$ cat config.mk
export PLATFORM = sky130hd
export DESIGN_NAME = rom_loader_flat
export DESIGN_NICKNAME = d
export VERILOG_FILES = /design/src/rtl/rom_loader_if.sv /design/src/rtl/rom_loader.sv /design/src/flat_wrapper.sv
export SDC_FILE = /design/constraint.sdc
export NUM_CORES = 1
export LEC_CHECK = 0
export CAP_MARGIN = 20
export CORE_MARGIN = 2
export CORE_UTILIZATION = 51
export CTS_CLUSTER_DIAMETER = 100
export DETAILED_ROUTE_END_ITERATION = 16
export PLACE_DENSITY = 0.75
export SLEW_MARGIN = 20
export SYNTH_ARGS = -nofsm -noshare
export SYNTH_HDL_FRONTEND = slang
export SYNTH_SLANG_ARGS = --single-unit
export TNS_END_PERCENT = 1
$ cat constraint.sdc
create_clock -name clk -period 2 [get_ports clk]
set_input_delay 0.3 -clock clk [delete_from_list [all_inputs] [get_ports clk]]
set_output_delay 0.3 -clock clk [all_outputs]
set_load 0.01 [all_outputs]
$ cat src/rtl/rom_loader_if.sv
// rom_loader_if: stream-in / read-out bundle for rom_loader.
//   master (loader client):  drives start, wr_valid, wr_data, rd_addr
//   slave  (rom_loader):     drives wr_ready, rd_data, busy, done, csum
// Macro CHECKSUM_EN adds the csum signal.
interface rom_loader_if #(
    parameter int DEPTH = 8,
    parameter int WIDTH = 8
);
    logic                     start;
    logic                     wr_valid;
    logic [WIDTH-1:0]         wr_data;
    logic                     wr_ready;
    logic [$clog2(DEPTH)-1:0] rd_addr;
    logic [WIDTH-1:0]         rd_data;
    logic                     busy;
    logic                     done;
`ifdef CHECKSUM_EN
    logic [WIDTH-1:0]         csum;
`endif

    modport master (
        output start, wr_valid, wr_data, rd_addr,
        input  wr_ready, rd_data, busy, done
`ifdef CHECKSUM_EN
        , input csum
`endif
    );

    modport slave (
        input  start, wr_valid, wr_data, rd_addr,
        output wr_ready, rd_data, busy, done
`ifdef CHECKSUM_EN
        , output csum
`endif
    );
endinterface

$ cat src/rtl/rom_loader.sv
// rom_loader: boot-time loader for a lookup-table memory. After start, DEPTH words
// are taken from a valid/ready stream into mem[0..DEPTH-1]; the array is readable
// at all times through a 1-cycle registered port (read-before-write on collision).
// Ports:
//   clk, rst_n  clock, asynchronous active-low reset
//   bus         rom_loader_if.slave: start, wr_valid/wr_data/wr_ready, rd_addr/rd_data,
//               busy (LOAD), done (image complete, held until next start), csum
// Macro CHECKSUM_EN: adds an XOR checksum of accepted words on bus.csum.
module rom_loader #(
    parameter int DEPTH = 8,
    parameter int WIDTH = 8
) (
    input  logic        clk,
    input  logic        rst_n,
    rom_loader_if.slave bus
);
    localparam int AW = $clog2(DEPTH);

    typedef enum logic [1:0] {IDLE, LOAD, DONE} state_t;

    state_t           state, state_nxt;
    logic [AW-1:0]    wr_ptr;
    logic [WIDTH-1:0] mem [DEPTH];
    logic [WIDTH-1:0] rd_q;
    logic             in_load, in_done, go, accept, last;

    assign last   = (wr_ptr == AW'(DEPTH - 1));
    assign accept = in_load && bus.wr_valid;

    always_ff @(posedge clk or negedge rst_n) begin
        if (!rst_n) state <= IDLE;
        else        state <= state_nxt;
    end

    // Status outputs decode from the state register only, so they are glitch-free.
    always_comb begin
        state_nxt = state;
        in_load   = 1'b0;
        in_done   = 1'b0;
        go        = 1'b0;
        case (state)
            IDLE: begin
                if (bus.start) begin
                    go        = 1'b1;
                    state_nxt = LOAD;
                end
            end
            LOAD: begin
                in_load = 1'b1;
                if (bus.wr_valid && last) state_nxt = DONE;
            end
            DONE: begin
                in_done = 1'b1;
                if (bus.start) begin
                    go        = 1'b1;
                    state_nxt = LOAD;
                end
            end
            default: state_nxt = IDLE;
        endcase
    end

    assign bus.wr_ready = in_load;
    assign bus.busy     = in_load;
    assign bus.done     = in_done;

    // Explicit wrap keeps wr_ptr inside the array for non-power-of-two DEPTH.
    always_ff @(posedge clk or negedge rst_n) begin
        if (!rst_n)      wr_ptr <= '0;
        else if (go)     wr_ptr <= '0;
        else if (accept) wr_ptr <= last ? '0 : wr_ptr + 1'b1;
    end

    // Array itself is not reset; contents survive a reset mid-load.
    always_ff @(posedge clk) begin
        if (accept) mem[wr_ptr] <= bus.wr_data;
    end

    // Non-blocking read of the pre-edge array gives read-before-write.
    always_ff @(posedge clk or negedge rst_n) begin
        if (!rst_n)                       rd_q <= '0;
        else if (int'(bus.rd_addr) < DEPTH) rd_q <= mem[bus.rd_addr];
        else                              rd_q <= '0;
    end

    assign bus.rd_data = rd_q;

`ifdef CHECKSUM_EN
    logic [WIDTH-1:0] csum_q;

    always_ff @(posedge clk or negedge rst_n) begin
        if (!rst_n)      csum_q <= '0;
        else if (go)     csum_q <= '0;
        else if (accept) csum_q <= csum_q ^ bus.wr_data;
    end

    assign bus.csum = csum_q;
`else
    // No checksum state in this build.
`endif
endmodule

$ cat src/flat_wrapper.sv
// flat-port wrapper written by rule: the top's interface ports become plain ports
module rom_loader_flat 
#(
    parameter int DEPTH = 8,
    parameter int WIDTH = 8
)
  (clk, rst_n, bus_start, bus_wr_valid, bus_wr_data, bus_rd_addr, bus_wr_ready, bus_rd_data, bus_busy, bus_done);
  rom_loader_if #(.DEPTH(DEPTH), .WIDTH(WIDTH)) bus_i ();
  input  logic clk;
  input  logic rst_n;
  input wire logic [$bits(bus_i.start)-1:0] bus_start;
  input wire logic [$bits(bus_i.wr_valid)-1:0] bus_wr_valid;
  input wire logic [$bits(bus_i.wr_data)-1:0] bus_wr_data;
  input wire logic [$bits(bus_i.rd_addr)-1:0] bus_rd_addr;
  output wire logic [$bits(bus_i.wr_ready)-1:0] bus_wr_ready;
  output wire logic [$bits(bus_i.rd_data)-1:0] bus_rd_data;
  output wire logic [$bits(bus_i.busy)-1:0] bus_busy;
  output wire logic [$bits(bus_i.done)-1:0] bus_done;
  assign bus_i.start = bus_start;
  assign bus_i.wr_valid = bus_wr_valid;
  assign bus_i.wr_data = bus_wr_data;
  assign bus_i.rd_addr = bus_rd_addr;
  assign bus_wr_ready = bus_i.wr_ready;
  assign bus_rd_data = bus_i.rd_data;
  assign bus_busy = bus_i.busy;
  assign bus_done = bus_i.done;
  rom_loader #(.DEPTH(DEPTH), .WIDTH(WIDTH)) u_core (.clk(clk), .rst_n(rst_n), .bus(bus_i));
endmodule
Word level (Yosys, flattened, before mapping)
Memories as Yosys holds them, arrays and structs flattened. A register that Yosys moved wholly into a read port is not among the register bits.
Cells that the tools add are included.
{ "totals": {"reg_bits": 5, "latch_bits": 0, "ram_bits": 64, "mem_bits_ro": 0, "inputBits": 15, "out_inout_bits": 11, "elab_cells": 28, "memories": 1} }
{ "memory_table": {"columns": ["memory", "words", "width", "rd", "rd_ports_with_merged_regs", "wr", "line_no", "text"], "rows": [
  ["u_core.mem", 8, 8, 1, 1, 1, "rom_loader.sv:23", "logic [WIDTH-1:0] mem [DEPTH];"]
]} }
{ "op_classes": {"addsub": 1, "n_mul": 0, "n_div": 0, "magnitude_cmp": 0, "eq_ne": 5, "shifts": 0, "n_mux": 12, "bitwise": 0, "n_reduce_logical": 7} }
{ "op_table": {"columns": ["operator", "count"], "rows": [
  ["2-to-1 mux 3 bit", 3],
  ["2-to-1 mux 1 bit", 6],
  ["2-to-1 mux 2 bit", 2],
  ["inequality test 2 x 1 -> 1 bit (second input constant)", 2],
  ["case mux 2 bit (2 select lines)", 1],
  ["adder 3 x 1 -> 3 bit (second input constant)", 1],
  ["equality test 3 bit (second input constant)", 1],
  ["equality test 2 x 1 -> 1 bit (second input constant)", 1],
  ["equality test 2 bit (second input constant)", 1],
  ["logical AND 1 bit", 2],
  ["logical NOT 2 bit", 1],
  ["AND reduction 2 bit", 1],
  ["nonzero test 2 bit", 1],
  ["OR reduction 2 bit", 1],
  ["logical NOT 1 bit", 1]
]} }

Depth between registers and ports, before layout
{ "logic_depth": {"depth_word": 5, "ltp_mapped": 5, "depth_no_buf": 5} }

Least setup slack after synthesis
Ideal clock, no wire load.
{ "synth_path": {"path_kind": "reg2reg", "startpoint": "reg u_core.state[1]", "endpoint": "mem u_core.mem[0][0] (enable)", "setup_ns": 0.383, "arrival_time_ns": 1.475, "required_ns": 1.617, "slack_ns": 0.142, "stages_incl_launch_ff": 4, "n_path_buf": 0, "synth_period_minus_slack_ns": 1.858, "cell_sequence": "dfrtp_1 nand3b_1 or2_2 nor3_1"} }
{ "synth_between": {"elab_chain_len": 5} }
{ "synth_lines": {"columns": ["item", "line_no", "text"], "rows": [
  ["start: declaration", "rom_loader.sv:21", "state_t state, state_nxt;"],
  ["start signal: assignment", "rom_loader.sv:32", "else state <= state_nxt;"],
  ["equality test 2 x 1 -> 1 bit", "rom_loader.sv:41", "case (state)"],
  ["2-to-1 mux 1 bit", "rom_loader.sv:41", null],
  ["logical AND 1 bit", "rom_loader.sv:28", "assign accept = in_load && bus.wr_valid;"],
  ["2-to-1 mux 1 bit", "rom_loader.sv:76", "if (accept) mem[wr_ptr] <= bus.wr_data;"],
  ["2-to-1 mux 1 bit (implied by the code)", "rom_loader.sv:76", null],
  ["end: declaration", "rom_loader.sv:23", null]
]} }
Every way passes these cells.

Worst setup path in the final report
{ "layout_path": {"startpoint": "reg u_core.state[0]", "endpoint": "out bus_wr_ready"} }
{ "layout_between": {"elab_chain_len": 2} }
{ "layout_lines": {"columns": ["item", "line_no", "text"], "rows": [
  ["equality test 2 x 1 -> 1 bit", "rom_loader.sv:41", null],
  ["2-to-1 mux 1 bit", "rom_loader.sv:41", null],
  ["end: declaration", "flat_wrapper.sv:15", "output wire logic [$bits(bus_i.wr_ready)-1:0] bus_wr_ready;"]
]} }
Every way passes these cells.

==> results.sh <==
export IMPL_final_antenna_net_count=0
export IMPL_power_mw=3.895
export IMPL_grt_start_max_net_pins=17
export IMPL_floorplan_initialDensity_pct=53.53
export IMPL_p_seq_share_pct=53.2
export IMPL_most_frequent_cells_in_the_layout="edfxtp_1, clkdlybuf4s50_1, mux4_1"
export IMPL_final_min_period_over_clock_period_pct=93.03
export IMPL_period_needed_ps=1861
export IMPL_antenna_cells_inserted=0
export IMPL_switching_share_pct=23.04
export IMPL_start_kind="register"
export IMPL_yosys_warnings=0
export IMPL_avgRoutedWirePerCell_um=20.19
export IMPL_post_route_cells_drive_above_1_share_pct=21.81
export IMPL_timing_hold_violations_final=0
export IMPL_worstPathArrival_ps=1560
export IMPL_via_per_inst=5.558
export IMPL_detail_route_iter0_violations=72
export IMPL_worst_clock_skew_ps=6.806
export IMPL_power_per_cell_area_nw_per_um2=1074
export IMPL_netlist_top_cell_by_area="edfxtp_1"
export IMPL_wirelength_routed_um=5249
export IMPL_max_slew_margin_pct=68.63
export IMPL_io_pin_count=26
export IMPL_layout_nets=200
export IMPL_p_int_mw=2.998
export IMPL_netlist_top_cells_area="edfxtp_1, mux4_1, dfrtp_1, mux2_2, nor2_1"
export IMPL_detailedRoute_firstPassIterationCount=4
export IMPL_p_leak_nw=1.291
export IMPL_antenna_violations_before_repair=0
export IMPL_clock_sinks=77
export IMPL_design_die_area_um2=6515
export IMPL_hold_class="in -> async"
export IMPL_ir_drop_uv=662.3
export IMPL_path_max_fanout=8
export IMPL_synth_cell_type_count=24
export IMPL_input_output_buffers=25
export IMPL_status="complete, no violations"
export IMPL_tritoncts="yes"
export IMPL_setup_viol_count_final=0
export IMPL_net_count_after_synthesis=155
export IMPL_grt_first_pass_wirelength_um=8004
export IMPL_die_y_um=80.72
export IMPL_layout_commonest_cell="edfxtp_1"
export IMPL_path_cells="nor2b_2 -> clkdlybuf4s50_1"
export IMPL_maximum_achievable_frequency_ghz=0.5375
export IMPL_max_clock_path_buffers=2
export IMPL_rows=27
export IMPL_num_vias=1445
export IMPL_report_final_slew_viol_count=0
export IMPL_tightestPinTransition_ps=469.1
export IMPL_cp_required_ps=1700
export IMPL_share_comb_of_total_power_pct=16.2
export IMPL_core_area_um2=5608
export IMPL_power_frac_clock_pct=30.6
export IMPL_avgSynthCellArea_um2=21.75
export IMPL_crit_path_end_kind="output pin"
export IMPL_track_usage_pct=17.87
export IMPL_critical_path_slowest_cell="clkdlybuf4s50_1"
export IMPL_final_cells=260
export IMPL_setup_worst_path_class="reg -> out"
export IMPL_switching_power_uw=897.5
export IMPL_rsz0062_at_grt="false"
export IMPL_die_width_um=80.72
export IMPL_cts_hold_repair_buffers=0
export IMPL_globalRouteOverflowTotal=0
export IMPL_cts_root_buffer_cell="clkbuf_8"
export IMPL_place_inst=244
export IMPL_cts_clk_slew_worst_paths_ps=70
export IMPL_finalInstanceArea_um2=3626
export IMPL_synth_sequential_area_ratio_pct=74.86
export IMPL_crit_path_max_incr_delay_ps=570
export IMPL_drv_cap=0
export IMPL_layout_filler_cells=386
export IMPL_flow_area_growth_from_synthesis_pct=20.80
export IMPL_post_synth_instance_area_um2=3002
export IMPL_post_synth_top_area_fraction_pct=64.03
export IMPL_dpl_cell_area_um2=3416
export IMPL_drc=0
export IMPL_ys_seq_elements=77
export IMPL_htreeDepth=3
export IMPL_cts_buffer_count=9
export IMPL_via_count_of_the_first_global_routing_pass=1496
export IMPL_finalWeightedCongestion=0.7366
export IMPL_fin_hold_ws_ps=267.7
export IMPL_synthesized_netlist_cell_count=138
export IMPL_clock_insertion_delay_worst_skew_ps=330
cells in the mapped netlist:
master / number
o21ai_0: 1
ha_1: 2
nand4b_1: 1
nand3b_1: 1
buf_2: 1
nor2b_1: 2
buf_1: 1
buf_6: 1
mux2_2: 10
a32o_1: 1
mux4_1: 15
buf_4: 1
nand2_1: 4
dfrtp_1: 13
clkbuf_1: 1
or2_2: 1
a22o_1: 2
mux4_2: 1
buf_12: 1
nand3_1: 1
nand2b_1: 4
edfxtp_1: 64
nor2_1: 7
nor3_1: 2
stage by stage:
stage / utilization, % / TNS (ps) / worst slack (ps)
after floorplan: - / 0 / 141.7
after global placement: 60.91 / 0 / 42.67
after detailed placement: 60.91 / -6.744 / -6.744
after CTS: 64.64 / 0 / 69.92
after global routing: 64.66 / 0 / 67.55
final: 64.66 / 0 / 139.4
worst max-delay path, delay by kind of cell, from the launching register on:
kind / cells / cell delay [ps]
flip-flops: 1 / 430
buffers and inverters: 1 / 570
AND/OR/NAND/NOR: 1 / 230
registers in the layout, summed over array words and instances, names as in the netlist:
name and count:
u_core.bus.rd_data 8, u_core.mem 64, u_core.wr_ptr 3, u_core.state 2
cell families (layout without fill, tap and decap cells):
logic type                 Yosys count  count (layout)  share of synthesized area, %
DFF                                 77              77                         74.86
muxes                               26              26                         17.63
and+or+nand+nor                     23              23                         3.877
buffers and inverters                6              56                         1.709
AOI/OAI and AO/OA                    4               4                         1.084
adders and majority gates            2               2                        0.8335
power groups by stage:
stage / clock network, mW / logic, mW / registers, mW
after floorplan: 0 / 0.341 / 2.08
after global placement: 0 / 0.599 / 2.08
after detailed placement: 0 / 0.633 / 2.10
after CTS: 1.22 / 0.638 / 2.07
after global routing: 1.29 / 0.687 / 2.09
final: 1.19 / 0.632 / 2.07
what timing repair did:
item                       in CTS  in global routing
setup endpoints to repair       1                  2
resized for setup               1                  1
setup buffers                   0                  0
layout make-up:
cell class | instances | area, µm² | share of cell area [%]
Clock buffer | 11 | 131.4 | 3.623
Tap cell | 72 | 90.09 | 2.484
Sequential cell | 77 | 2248 | 62.01
Clock inverter | 5 | 75.07 | 2.070
Multi-Input combinational cell | 55 | 705.7 | 19.46
Timing Repair Buffer | 40 | 375.4 | 10.35
worst paths after layout:
path	from	to	slack (ps)	cells after the start
min reg2reg	u_core.state[0]	u_core.wr_ptr[2]	600	1
max	u_core.state[0]	bus_wr_ready	140	2
max in group asynchronous	rst_n	u_core.state[0]	1250	2
min	rst_n	u_core.bus.rd_data[7]	270	1
max reg2reg	u_core.state[1]	u_core.mem[0][2]	380	4
min in group clk	u_core.state[0]	u_core.wr_ptr[2]	600	1
per-layer routing:
layer	vias up	wire [µm]	GRT usage (%)
met5	-	0	0
met4	0	35	6.780
met3	5	180	3.034
met2	33	2992	33.50
met1	744	2041	20.35
li1	663	-	-
Power figures use the tool's default switching activity.
